<file path="config.mk">
export PLATFORM = sky130hd
export DESIGN_NAME = audio_fader
export DESIGN_NICKNAME = d
export VERILOG_FILES = /design/src/rtl/audio_pkg.sv /design/src/rtl/audio_fader_sample_scaler.sv /design/src/rtl/audio_fader.sv
export SDC_FILE = /design/constraint.sdc
export NUM_CORES = 1
export LEC_CHECK = 0
export BUFFER_PORTS_ARGS = -buffer_cell sky130_fd_sc_hd__buf_2
export CAP_MARGIN = 0
export CORE_ASPECT_RATIO = 0.8
export CORE_MARGIN = 3
export CORE_UTILIZATION = 57
export DETAILED_ROUTE_END_ITERATION = 16
export PLACE_DENSITY = 0.86
export RECOVER_POWER = 25
export REMOVE_ABC_BUFFERS = 1
export SLEW_MARGIN = 40
export SYNTH_ARGS = -nofsm -noshare
export SYNTH_HDL_FRONTEND = slang
export SYNTH_SLANG_ARGS = --single-unit
</file>
<file path="constraint.sdc">
create_clock -name clk -period 6.4 [get_ports clk]
set_input_delay 0.64 -clock clk [delete_from_list [all_inputs] [get_ports clk]]
set_output_delay 0.64 -clock clk [all_outputs]
set_load 0.02 [all_outputs]
</file>
<file path="src/rtl/audio_pkg.sv">
// Shared types and constants for the song-end fader.
package audio_pkg;

    localparam int unsigned GAIN_W = 9;
    localparam logic [GAIN_W-1:0] GAIN_UNITY = 9'd256;

    typedef enum logic [1:0] {
        StIdle,
        StPlay,
        StFade,
        StDone
    } fader_state_e;

    // Samples per gain step: fade_ms / 8, never less than one, so that
    // 256 steps last about fade_ms at 32 kHz.
    function automatic logic [12:0] fade_period(input logic [15:0] fade_ms);
        logic [12:0] p;
        p = fade_ms[15:3];
        return (p == 13'd0) ? 13'd1 : p;
    endfunction

endpackage

</file>
<file path="src/rtl/audio_fader_sample_scaler.sv">
// sample_scaler: one audio channel scaled by an unsigned 0..256 gain.
// Registered, one cycle of latency; the output holds between strobes.
module sample_scaler
    import audio_pkg::*;
(
    input  logic                     clk,
    input  logic                     reset,
    input  logic                     en,
    input  logic signed [15:0]       sample,
    input  logic        [GAIN_W-1:0] gain,
    output logic signed [15:0]       scaled
);

    logic signed [GAIN_W:0]      gain_s;
    logic signed [16+GAIN_W:0]   product;

    // Gain is zero-extended so 256 multiplies as +256, not -256.
    assign gain_s  = signed'({1'b0, gain});
    assign product = sample * gain_s;

    // Capture the scaled sample on each strobe; arithmetic shift floors negatives.
    always_ff @(posedge clk) begin
        if (reset) begin
            scaled <= 16'sd0;
        end else if (en) begin
            scaled <= 16'(product >>> 8);
        end
    end

endmodule

</file>
<file path="src/rtl/audio_fader.sv">
// audio_fader: counts played samples, fades gain to zero at song length and
// mutes output outside a playing song.
// Optional feature macro: AUDIO_FADER_SOFTSTART_EN (gain ramps 0->256 on entry
// to PLAY instead of jumping straight to unity).
module audio_fader
    import audio_pkg::*;
#(
    parameter int unsigned SAMPLE_RATE = 32000
) (
    input  logic                     clk,
    input  logic                     reset,
    input  logic                     start,
    input  logic                     abort,
    input  logic        [15:0]       length_s,
    input  logic        [15:0]       fade_ms,
    input  logic                     in_rdy,
    input  logic signed [15:0]       in_l,
    input  logic signed [15:0]       in_r,
    output logic                     out_rdy,
    output logic signed [15:0]       out_l,
    output logic signed [15:0]       out_r,
    output logic        [GAIN_W-1:0] gain,
    output logic                     fading,
    output logic                     done
);

    localparam int unsigned SMP_W = (SAMPLE_RATE > 1) ? $clog2(SAMPLE_RATE) : 1;
    localparam logic [SMP_W-1:0] SMP_LAST = SMP_W'(SAMPLE_RATE - 1);

    fader_state_e       state_q;
    logic [SMP_W-1:0]   smp_cnt_q;
    logic [15:0]        sec_cnt_q;
    logic [12:0]        step_cnt_q;
    logic [15:0]        len_q;
    logic [15:0]        fade_q;
    logic [GAIN_W-1:0]  gain_q;
    logic               fading_q;
    logic               done_q;
    logic               out_rdy_q;

    logic               smp_wrap;
    logic [15:0]        sec_next;
    logic               len_hit;
    logic [12:0]        step_period;
    logic               step_hit;
    logic [GAIN_W-1:0]  scale_gain;
    logic [GAIN_W-1:0]  start_gain;
    logic [GAIN_W-1:0]  play_gain;

    // Song-clock decode and the gain applied to the sample arriving this cycle.
    always_comb begin
        smp_wrap    = (smp_cnt_q == SMP_LAST);
        sec_next    = (sec_cnt_q == 16'hFFFF) ? sec_cnt_q : sec_cnt_q + 16'd1;
        // Trigger only when the seconds count actually steps onto length_s.
        len_hit     = smp_wrap && (sec_cnt_q != 16'hFFFF) && (sec_next == len_q) &&
                      (len_q != 16'd0);
        step_period = fade_period(fade_q);
        step_hit    = (step_cnt_q == step_period - 13'd1);
        // A sample coinciding with start or abort is muted.
        scale_gain  = (start || abort) ? '0 : gain_q;
`ifdef AUDIO_FADER_SOFTSTART_EN
        start_gain  = '0;
        play_gain   = (gain_q < GAIN_UNITY) ? gain_q + 9'd1 : gain_q;
`else
        start_gain  = GAIN_UNITY;
        play_gain   = gain_q;
`endif
    end

    // Player FSM with song counters and registered gain/fading/done.
    always_ff @(posedge clk) begin
        if (reset) begin
            state_q    <= StIdle;
            smp_cnt_q  <= '0;
            sec_cnt_q  <= 16'd0;
            step_cnt_q <= 13'd0;
            len_q      <= 16'd0;
            fade_q     <= 16'd0;
            gain_q     <= '0;
            fading_q   <= 1'b0;
            done_q     <= 1'b0;
        end else begin
            done_q <= 1'b0;
            if (start) begin
                state_q    <= StPlay;
                smp_cnt_q  <= '0;
                sec_cnt_q  <= 16'd0;
                step_cnt_q <= 13'd0;
                len_q      <= length_s;
                fade_q     <= fade_ms;
                gain_q     <= start_gain;
                fading_q   <= 1'b0;
            end else if (abort) begin
                state_q  <= StIdle;
                gain_q   <= '0;
                fading_q <= 1'b0;
            end else if (in_rdy) begin
                unique case (state_q)
                    StPlay: begin
                        smp_cnt_q <= smp_wrap ? '0 : smp_cnt_q + 1'b1;
                        if (smp_wrap) begin
                            sec_cnt_q <= sec_next;
                        end
                        if (len_hit) begin
                            if ((fade_q == 16'd0) || (gain_q == '0)) begin
                                state_q <= StDone;
                                gain_q  <= '0;
                                done_q  <= 1'b1;
                            end else begin
                                // Fade starts from whatever gain is current.
                                state_q    <= StFade;
                                fading_q   <= 1'b1;
                                step_cnt_q <= 13'd0;
                            end
                        end else begin
                            gain_q <= play_gain;
                        end
                    end
                    StFade: begin
                        if (step_hit) begin
                            step_cnt_q <= 13'd0;
                            gain_q     <= gain_q - 9'd1;
                            if (gain_q == 9'd1) begin
                                state_q  <= StDone;
                                fading_q <= 1'b0;
                                done_q   <= 1'b1;
                            end
                        end else begin
                            step_cnt_q <= step_cnt_q + 13'd1;
                        end
                    end
                    StIdle: ;
                    StDone: ;
                endcase
            end
        end
    end

    // Output strobe trails the input strobe by the scaler latency.
    always_ff @(posedge clk) begin
        if (reset) begin
            out_rdy_q <= 1'b0;
        end else begin
            out_rdy_q <= in_rdy;
        end
    end

    sample_scaler u_scale_l (
        .clk    (clk),
        .reset  (reset),
        .en     (in_rdy),
        .sample (in_l),
        .gain   (scale_gain),
        .scaled (out_l)
    );

    sample_scaler u_scale_r (
        .clk    (clk),
        .reset  (reset),
        .en     (in_rdy),
        .sample (in_r),
        .gain   (scale_gain),
        .scaled (out_r)
    );

    assign out_rdy = out_rdy_q;
    assign gain    = gain_q;
    assign fading  = fading_q;
    assign done    = done_q;

endmodule

</file>
==> results of run 1 <==
power by group:
| group | switching [mW] | internal [mW] |
|---|---|---|
| sequential | 0.0217 | 0.775 |
| clock | 0.429 | 0.584 |
| combinational | 0.170 | 0.0912 |
cell type report:
type	count	area [um2]	area share
clock inverter	14	164	0.00933
tap	364	455	0.0259
clock buffer	18	429	0.0244
multi-input combinational	1337	12100	0.689
timing repair buffer	158	896	0.0510
sequential	122	2440	0.139
inverter	287	1080	0.0613
antenna	3	7.51	0.000427
layout by cell type (no fill, tap or decap), types with 5 or more instances in the layout:
cell / netlist / layout
or4_1: 12 / 12
ha_1: 108 / 108
nor3_1: 42 / 42
and3_1: 144 / 144
a21oi_1: 51 / 51
nor2b_1: 5 / 5
o31ai_1: 13 / 13
xnor2_1: 65 / 65
buf_4: 0 / 44
o311ai_0: 10 / 10
and4_1: 7 / 7
o211ai_1: 8 / 8
o21a_1: 10 / 10
buf_2: 12 / 97
nor4_1: 10 / 10
or2_2: 7 / 7
fa_1: 228 / 228
nand2b_1: 8 / 8
clkbuf_1: 64 / 17
nand3_1: 29 / 29
nor4_2: 5 / 5
and2_1: 11 / 11
clkbuf_16: 0 / 17
o21ai_0: 23 / 23
or3_1: 14 / 14
nand2_1: 197 / 197
inv_1: 286 / 286
nand4_1: 16 / 16
xor2_1: 30 / 30
a21o_1: 8 / 8
mux2i_1: 59 / 59
nor2_1: 128 / 127
dfxtp_1: 122 / 121
a31oi_1: 10 / 10
worst min path at each step:
stage / startpoint / slack, ns / endpoint
final: length_s[2] / 0.44 / len_q[2]
after global routing: fade_ms[4] / 0.44 / fade_q[4]
after CTS: length_s[2] / 0.44 / len_q[2]
after detailed placement: u_scale_l.scaled[14] / 0.46 / u_scale_l.scaled[14]
after global placement: u_scale_l.scaled[14] / 0.46 / u_scale_l.scaled[14]
after floorplan: smp_cnt_q[1] / 0.45 / smp_cnt_q[1]
sequential cells by signal, indices dropped and copies added (netlist names):
name and flops:
u_scale_l.scaled 16, len_q 16, u_scale_r.scaled 16, out_rdy 1, done 1, sec_cnt_q 16, smp_cnt_q 15, state_q 2
fade_q 16, step_cnt_q 13, fading 1, gain 9
worst max-delay path, delay by kind of cell:
kind | cells | cell delay [ns]
adder cells (fa/ha/maj) | 6 | 2.88
AND/OR/NAND/NOR | 8 | 1.55
AO/OA/AOI/OAI | 4 | 0.86
buffers and inverters | 5 | 0.58
logic make-up after synthesis:
family,count (synthesis)
mux,59
fa+ha+maj,336
compound gates,180
buf+inv,392
xor+xnor,95
simple gates,667
flops,122
per-layer routing:
layer,global-route usage,part of all wire,up-vias
met2,0.466,0.46,713
li1,-,-,6212
met3,0.0697,0.10,112
met5,0,0.00030,-
met1,0.381,0.41,6687
met4,0.101,0.030,2
through the flow:
step | worst slack, ns | instances | hold WS [ns]
floorplan | -2.81 | 1746 | 0.449
global placement | 0.108 | 2268 | 0.455
detailed placement | -0.0563 | 2268 | 0.461
CTS | 0.354 | 2300 | 0.437
global route | 0.0262 | 2303 | 0.445
finish | 0.263 | 2303 | 0.439
==> results_dict.tcl, run 1 <==
set metrics [dict create \
    status "finished with violations" \
    violations "capacitance limit, slew limit" \
    holdCritPathClass "input port to flip-flop" \
    port_buffers 112 \
    cts_hold_buf 0 \
    num_io_pins 113 \
    startpoint_type "input port" \
    fin_nets 2328 \
    synth-edff-count 0 \
    gp_congestion 0.924 \
    viasPerCell 5.96 \
    ir_drop_uv 188 \
    synth_mux_area_frac 0.0368 \
    wl_per_cell_um 18.6 \
    vias 13700 \
    reg2reg_depth 22 \
    antenna_found_initial 5 \
    grt_pass1_wl_um 70800 \
    synth_top_cell_by_area "fa_1" \
    netlist.area_leader.share 0.285 \
    synth_cell_types 76 \
    final_util 0.639 \
    tns_ns 0 \
    setup_viol 0 \
    grt-ovfl-total 0 \
    slew_headroom -0.793 \
    core-area_mm2 0.0275 \
    hold_violations 0 \
    cap_violations 1 \
    p_leak_nw 9.17 \
    cp.arrival_ns 6.52 \
    synthTopCellsByArea "fa_1 (28%), dfxtp_1 (15%), ha_1 (8.4%)" \
    cts_resized 0 \
    drc 0 \
    drtIter0Drc 1401 \
    async_reset_ff_frac 0 \
    post-route-min-period_ns 6.14 \
    drv_slew 38 \
    grt_pass1_vias 14100 \
    postCtsSetupRepairBufs 0 \
    endpoint "u_scale_r.scaled[14]" \
    grt_max_degree 139 \
    reg2reg_from "gain[1]" \
    grtUsageTotal 0.287 \
    synth.most_common_cell "inv_1" \
    ant_nets 0 \
    path_max_fanout 14 \
    drive_above_1_share 0.107 \
    dieWidth_um 194 \
    synthXorXnorAreaFrac 0.0519 \
    dieArea_mm2 0.0302 \
    fillers 2102 \
    synth_common_cells "inv_1 (286), fa_1 (228), nand2_1 (197)" \
    fmax_mhz 163 \
    min_period_over_period 0.959 \
    cts-root-buf "clkbuf_16" \
    endpoint_kind "flip-flop" \
    synth_adder_area_share 0.369 \
    synth_area_per_cell_um2 8.67 \
    p_per_area_mw_per_mm2 118 \
    finalClockSkew_ns 0.00905 \
    crit_type "input port to flip-flop" \
    clk-insertion-delay-late_ns 0.44 \
    ys_ff_latch 122 \
    htreeDepth 4 \
    drt_first_pass_iters 6 \
    worstReg2RegEnd "u_scale_r.scaled[14]" \
    fin_area_mm2 0.0176 \
    drt_wl_total_um 42900 \
    cp_slowest_cell "fa_1" \
    crit_top_cell "fa_1" \
    synth-simple-area-share 0.216 \
    crit_chain "buf_2 -> nor2_4 -> and2_1 -> buf_4 -> nand2_1 -> fa_1 -> inv_1 -> fa_1 -> inv_1 -> fa_1 -> inv_1 -> fa_1 -> fa_1 -> ha_1 -> and4_1 -> o211ai_1 -> o2bb2ai_1 -> a2111o_1 -> nand3_1 -> nand3b_1 -> and2_1 -> nor4_1 -> a211o_1" \
    numClockSinks 122 \
    numCtsBuffers 17 \
    critPathLaunch "abort" \
    die_y_um 156 \
    yosys_most_used_dff "dfxtp_1" \
    p_total_mw 2.07 \
    cp.required_ns 6.78 \
    worst_pin_slew_ns 2.69 \
    r2r_setup_slack_ns 0.29 \
    place_area_mm2 0.0170 \
    synth_compound_area_frac 0.0800 \
    clk_pin_slew_ns 0.07 \
    synth_seq_area_share 0.152 \
    synthToLayoutAreaGrowth_pct 9.55 \
    start_util 0.583 \
    post-dp-hpwl_um 31800 \
    rsz0062_at_grt "no" \
    max_stage_delay_ns 0.53 \
    cts_buffer_depth 2 \
    synth_top_family_by_area "adder cells" \
    synth_area_mm2 0.0160 \
    synth_warnings 0 \
    fp-row-count 54 \
    whs_path_depth 3 \
    cts_tree "done" \
    syn_inst 1851 \
]
(Power assumes the default switching activity.)
==> run 2: changes to the inputs <==
--- a/config.mk
+++ b/config.mk
@@ -17,4 +17,5 @@
 export SLEW_MARGIN = 40
 export SYNTH_ARGS = -nofsm -noshare
 export SYNTH_HDL_FRONTEND = slang
+export SYNTH_HIERARCHICAL = 1
 export SYNTH_SLANG_ARGS = --single-unit
==> results_dict.tcl, run 2 <==
set metrics [dict create \
    fin_area_mm2 0.0179 \
    violations "capacitance limit, slew limit" \
    drt_wl_total_um 41600 \
    crit_top_cell "inv_1" \
    cts-root-buf "clkbuf_16" \
    critical_path.top_delay_family "adder cells" \
    worst_pin_slew_ns 2.36 \
    dieWidth_um 195 \
    r2r_setup_slack_ns 0.27 \
    htreeDepth 4 \
    drive_above_1_share 0.111 \
    grt_max_degree 52 \
    core-area_mm2 0.0276 \
    cap_violations 1 \
    ys_ff_latch 122 \
    netlist.area_leader.share 0.282 \
    cp.required_ns 6.76 \
    drtIter0Drc 1267 \
    holdCritPathClass "input port to flip-flop" \
    gp_congestion 0.868 \
    numCtsBuffers 17 \
    final_util 0.647 \
    layout_common_cells "inv_1 (281), fa_1 (228), nand2_1 (202), and2_1 (151), dfxtp_1 (122)" \
    yosys_most_used_dff "dfxtp_1" \
    vias 13800 \
    synth_top_cell_by_area "fa_1" \
    status "finished with violations" \
    synth_seq_area_share 0.151 \
    grtUsageTotal 0.276 \
    p_leak_nw 8.92 \
    ir_drop_uv 182 \
    cts_tree "done" \
    p_per_area_mw_per_mm2 120 \
    grt_pass1_vias 14200 \
    hold_violations 0 \
    synth_common_cells "inv_1 (281), fa_1 (228), nand2_1 (202)" \
    ant_nets 0 \
    postCtsSetupRepairBufs 0 \
    startpoint_type "flip-flop" \
    synth_area_mm2 0.0162 \
    wl_per_cell_um 17.8 \
    crit_chain "inv_1 -> nor3_2 -> buf_4 -> buf_4 -> nand2_1 -> fa_1 -> inv_1 -> fa_1 -> inv_1 -> fa_1 -> inv_1 -> fa_1 -> inv_1 -> fa_1 -> inv_1 -> ha_1 -> a21oi_1 -> nand2_1 -> a211oi_2 -> a21oi_1 -> o21ai_1 -> or4b_1 -> o221ai_1" \
    grt_pass1_wl_um 68900 \
    drv_slew 52 \
    synthToLayoutAreaGrowth_pct 10.3 \
    worstPathBufferInverterCount 8 \
    num_io_pins 113 \
    finalClockSkew_ns 0.00972 \
    drt_first_pass_iters 6 \
    drc 0 \
    cp.arrival_ns 6.49 \
    tns_ns 0 \
    start_util 0.586 \
    place_area_mm2 0.0173 \
    fp-row-count 54 \
    antenna_found_initial 1 \
    crit_type "flip-flop to flip-flop" \
    min_period_over_period 0.958 \
    p_total_mw 2.14 \
    async_reset_ff_frac 0 \
    synth_cell_types 89 \
    numClockSinks 122 \
    clk-insertion-delay-late_ns 0.44 \
    grt-ovfl-total 0 \
    synth_area_per_cell_um2 8.70 \
    fin_nets 2363 \
    cts_buffer_depth 2 \
    synth_warnings 6 \
    syn_inst 1862 \
    viasPerCell 5.89 \
    max_stage_delay_ns 0.55 \
    post-dp-hpwl_um 31200 \
    cp_slowest_cell "fa_1" \
    synthTopCellsByArea "fa_1 (28%), dfxtp_1 (15%), ha_1 (8.3%)" \
    dieArea_mm2 0.0305 \
    die_y_um 157 \
    rsz0062_at_grt "no" \
    endpoint_kind "flip-flop" \
    post-route-min-period_ns 6.13 \
    synth-edff-count 0 \
    fmax_mhz 163 \
    slew_headroom -0.571 \
    synth.most_common_cell "inv_1" \
    port_buffers 112 \
    path_max_fanout 12 \
    final_common_cell "inv_1" \
    setup_viol 0 \
    clk_pin_slew_ns 0.07 \
]
-- run 2: worst paths after layout --
check,startpoint,to,cells past startpoint
max,gain[1],u_scale_l/scaled[13],23
min,fade_ms[13],fade_q[13],3
max reg2reg,gain[1],u_scale_l/scaled[13],23
min reg2reg,u_scale_l/scaled[9],u_scale_l/scaled[9],2
-- run 2: timing repair --
| action | in CTS | in global routing |
|---|---|---|
| hold buffers | 0 | 0 |
| setup endpoints to repair | 0 | 2 |
| resized for setup | 0 | 1 |
-- run 2: worst register-to-register path, stage by stage (launching register included) --
cell	delay, ns
dfxtp_1	0.44
inv_1	0.14
nor3_2	0.20
buf_4	0.23
buf_4	0.23
nand2_1	0.09
fa_1	0.48
inv_1	0.05
fa_1	0.49
inv_1	0.05
fa_1	0.47
inv_1	0.06
fa_1	0.55
inv_1	0.06
fa_1	0.54
inv_1	0.05
ha_1	0.39
a21oi_1	0.16
nand2_1	0.13
a211oi_2	0.34
a21oi_1	0.16
o21ai_1	0.20
or4b_1	0.46
o221ai_1	0.08
-- run 2: through the flow --
| stage | cells | hold slack (ns) | setup slack (ns) |
|---|---|---|---|
| after global placement | 2303 | 0.453 | 0.119 |
| after CTS | 2335 | 0.429 | 0.328 |
| after global routing | 2336 | 0.438 | 0.000391 |
| after floorplan | 1789 | 0.449 | -0.698 |
| final | 2336 | 0.436 | 0.270 |
| after detailed placement | 2303 | 0.460 | -0.0687 |
-- run 2: cells by family after synthesis --
kind of cell,share of synthesized area
XOR/XNOR,0.0459
multiplexers,0.0353
adder cells (fa/ha/maj),0.365
buffers and inverters,0.0851
flip-flops,0.151
AND/OR/NAND/NOR,0.227
AO/OA/AOI/OAI,0.0909
-- run 2: layer usage --
layer,wire (um),vias to the layer above,global-route usage
met5,0,-,0
met4,916,0,0.0772
li1,-,6259,-
met1,17600,6829,0.366
met3,3000,84,0.0529
met2,20100,587,0.466
-- run 2: layout make-up --
| class | instances | area [um2] |
|---|---|---|
| antenna | 1 | 2.50 |
| inverter | 281 | 1050 |
| sequential | 122 | 2440 |
| tap | 364 | 455 |
| timing repair buffer | 150 | 897 |
| multi-input combinational | 1386 | 12400 |
| fill | 2189 | 9760 |
| clock buffer | 17 | 425 |
| clock inverter | 15 | 183 |
-- run 2: power by group --
| group | internal [mW] | leakage, nW | total (mW) | switching (mW) |
|---|---|---|---|---|
| registers | 0.778 | 0.991 | 0.800 | 0.0223 |
| clock network | 0.591 | 0.302 | 1.03 | 0.440 |
| logic | 0.119 | 7.63 | 0.312 | 0.193 |
==> run 3: changes to the inputs <==
--- a/config.mk
+++ b/config.mk
@@ -7,7 +7,6 @@
 export LEC_CHECK = 0
 export BUFFER_PORTS_ARGS = -buffer_cell sky130_fd_sc_hd__buf_2
 export CAP_MARGIN = 0
-export CORE_ASPECT_RATIO = 0.8
 export CORE_MARGIN = 3
 export CORE_UTILIZATION = 57
 export DETAILED_ROUTE_END_ITERATION = 16
==> results_dict.tcl, run 3 (synthesis gave the netlist of run 2 again) <==
set metrics [dict create \
    status "finished with violations" \
    violations "capacitance limit, slew limit" \
    fp-row-count 61 \
    antenna_found_initial 2 \
    setup_viol 0 \
    p_per_area_mw_per_mm2 120 \
    critical_path.top_delay_family "adder cells" \
    cts_tree "done" \
    drt_first_pass_iters 5 \
    core-area_mm2 0.0279 \
    numCtsBuffers 17 \
    drive_above_1_share 0.121 \
    cts_resized 0 \
    clk-insertion-delay-late_ns 0.43 \
    grt_pass1_vias 14800 \
    fin_nets 2381 \
    postCtsSetupRepairBufs 0 \
    worst_pin_slew_ns 2.65 \
    drc 0 \
    endpoint_kind "flip-flop" \
    cp.required_ns 6.73 \
    p_leak_nw 9.05 \
    holdCritPathClass "input port to flip-flop" \
    viasPerCell 5.76 \
    grt_max_degree 54 \
    clk_pin_slew_ns 0.07 \
    crit_chain "buf_2 -> nor2_1 -> buf_4 -> and2_1 -> buf_12 -> nand2_1 -> fa_1 -> inv_1 -> fa_1 -> fa_1 -> fa_1 -> inv_1 -> fa_1 -> inv_1 -> ha_1 -> and3_2 -> a211oi_2 -> a21oi_1 -> o21ai_1 -> or4b_1 -> o221ai_1" \
    port_buffers 112 \
    fillers 2285 \
    reg2reg_depth 20 \
    crit_type "input port to flip-flop" \
    min_period_over_period 0.936 \
    tns_ns 0 \
    dieWidth_um 175 \
    hold_ws_ns 0.454 \
    post-place-ws_ns 0.0288 \
    cts_hold_buf 0 \
    path_max_fanout 20 \
    crit_top_cell "fa_1" \
    gp_congestion 0.944 \
    whs_path_depth 3 \
    drt_wl_total_um 41000 \
    finalClockSkew_ns 0.0172 \
    die_y_um 175 \
    post-route-min-period_ns 5.99 \
    switchingPower_uw 640 \
    worst_slack_ns 0.410 \
    cts_buffer_depth 2 \
    cts-root-buf "clkbuf_16" \
    final_common_cell "inv_1" \
    power_frac_comb 0.146 \
    reg2reg_from "gain[1]" \
    hold_start "fade_ms[14]" \
    power_frac_clock 0.486 \
    r2r_setup_slack_ns 0.60 \
    swShare 0.294 \
    slew_headroom -0.770 \
    fmax_mhz 167 \
    grt-ovfl-total 0 \
    wl_per_cell_um 17.3 \
    multi_input_area_mm2 0.0124 \
    layout_common_cells "inv_1 (281), fa_1 (228), nand2_1 (202), and2_1 (152), dfxtp_1 (122)" \
    worstPathBufferInverterCount 6 \
    numClockSinks 122 \
    hold_violations 0 \
    p_int_mw 1.53 \
    dieArea_mm2 0.0305 \
    startpoint_type "input port" \
    rsz0062_at_grt "no" \
    htreeDepth 4 \
    start_util 0.580 \
    synthToLayoutAreaGrowth_pct 11.6 \
    post-dp-hpwl_um 31000 \
    grt_pass1_wl_um 69300 \
    cp.arrival_ns 6.32 \
    drtIter0Drc 998 \
    worstHoldEndpoint "fade_q[14]" \
    pwr-share-seq 0.368 \
    ir_drop_uv 163 \
    grtUsageTotal 0.277 \
    max_stage_delay_ns 0.55 \
    worstReg2RegEnd "u_scale_r/scaled[14]" \
    drv_slew 85 \
    regArea_mm2 0.00244 \
    cap_violations 2 \
    cp_slowest_cell "fa_1" \
    num_io_pins 113 \
    ant_nets 0 \
    vias 13700 \
]
run 3: worst max-delay path by stage:
stage / start / endpoint / slack [ns] / cells after the start
3_3_place_gp: start / u_scale_l/scaled[13] / 0.15 / 22
2_1_floorplan: start / u_scale_r/scaled[14] / -0.70 / 18
3_5_place_dp: start / u_scale_r/scaled[14] / 0.03 / 21
5_1_grt: abort / u_scale_l/scaled[13] / 0.02 / 22
6_report: abort / u_scale_l/scaled[13] / 0.41 / 21
4_1_cts: start / u_scale_r/scaled[14] / 0.47 / 21
run 3: cell type report:
type | count | area share
inverter | 281 | 0.0583
tap | 378 | 0.0262
clock buffer | 17 | 0.0235
sequential | 122 | 0.135
clock inverter | 15 | 0.0112
timing repair buffer | 168 | 0.0585
multi-input combinational | 1386 | 0.687
antenna | 3 | 0.000415
run 3: power groups by stage:
stage / clock network, mW / logic (mW) / registers (mW)
2_1_floorplan: 0 / 0.171 / 0.816
3_3_place_gp: 0 / 0.298 / 0.815
3_5_place_dp: 0 / 0.310 / 0.816
4_1_cts: 1.07 / 0.312 / 0.799
5_1_grt: 1.11 / 0.349 / 0.803
6_report: 1.06 / 0.316 / 0.800
run 3: tightest hold or removal path, delay by kind of cell:
kind                   cells  cell delay, ns
AND/OR/NAND/NOR            1            0.07
buffers and inverters      1            0.08
multiplexers               1            0.06
run 3: per-layer routing:
metal  GRT usage  part of all wire  vias up
met1       0.327              0.40     6747
met5           0                 0        -
met4       0.122             0.030        0
met2       0.495              0.52      486
li1            -                 -     6312
met3      0.0472             0.056      112
run 3: through the flow:
stage / power [mW] / area, um2 / utilization / std cells
6_report: 2.17 / 18100 / 0.647 / 2370
5_1_grt: 2.26 / 18100 / 0.647 / 2369
4_1_cts: 2.18 / 18100 / 0.647 / 2367
3_5_place_dp: 1.13 / 17500 / 0.625 / 2335
3_3_place_gp: 1.11 / 17500 / 0.625 / 2335
2_1_floorplan: 0.988 / 15900 / - / 1789
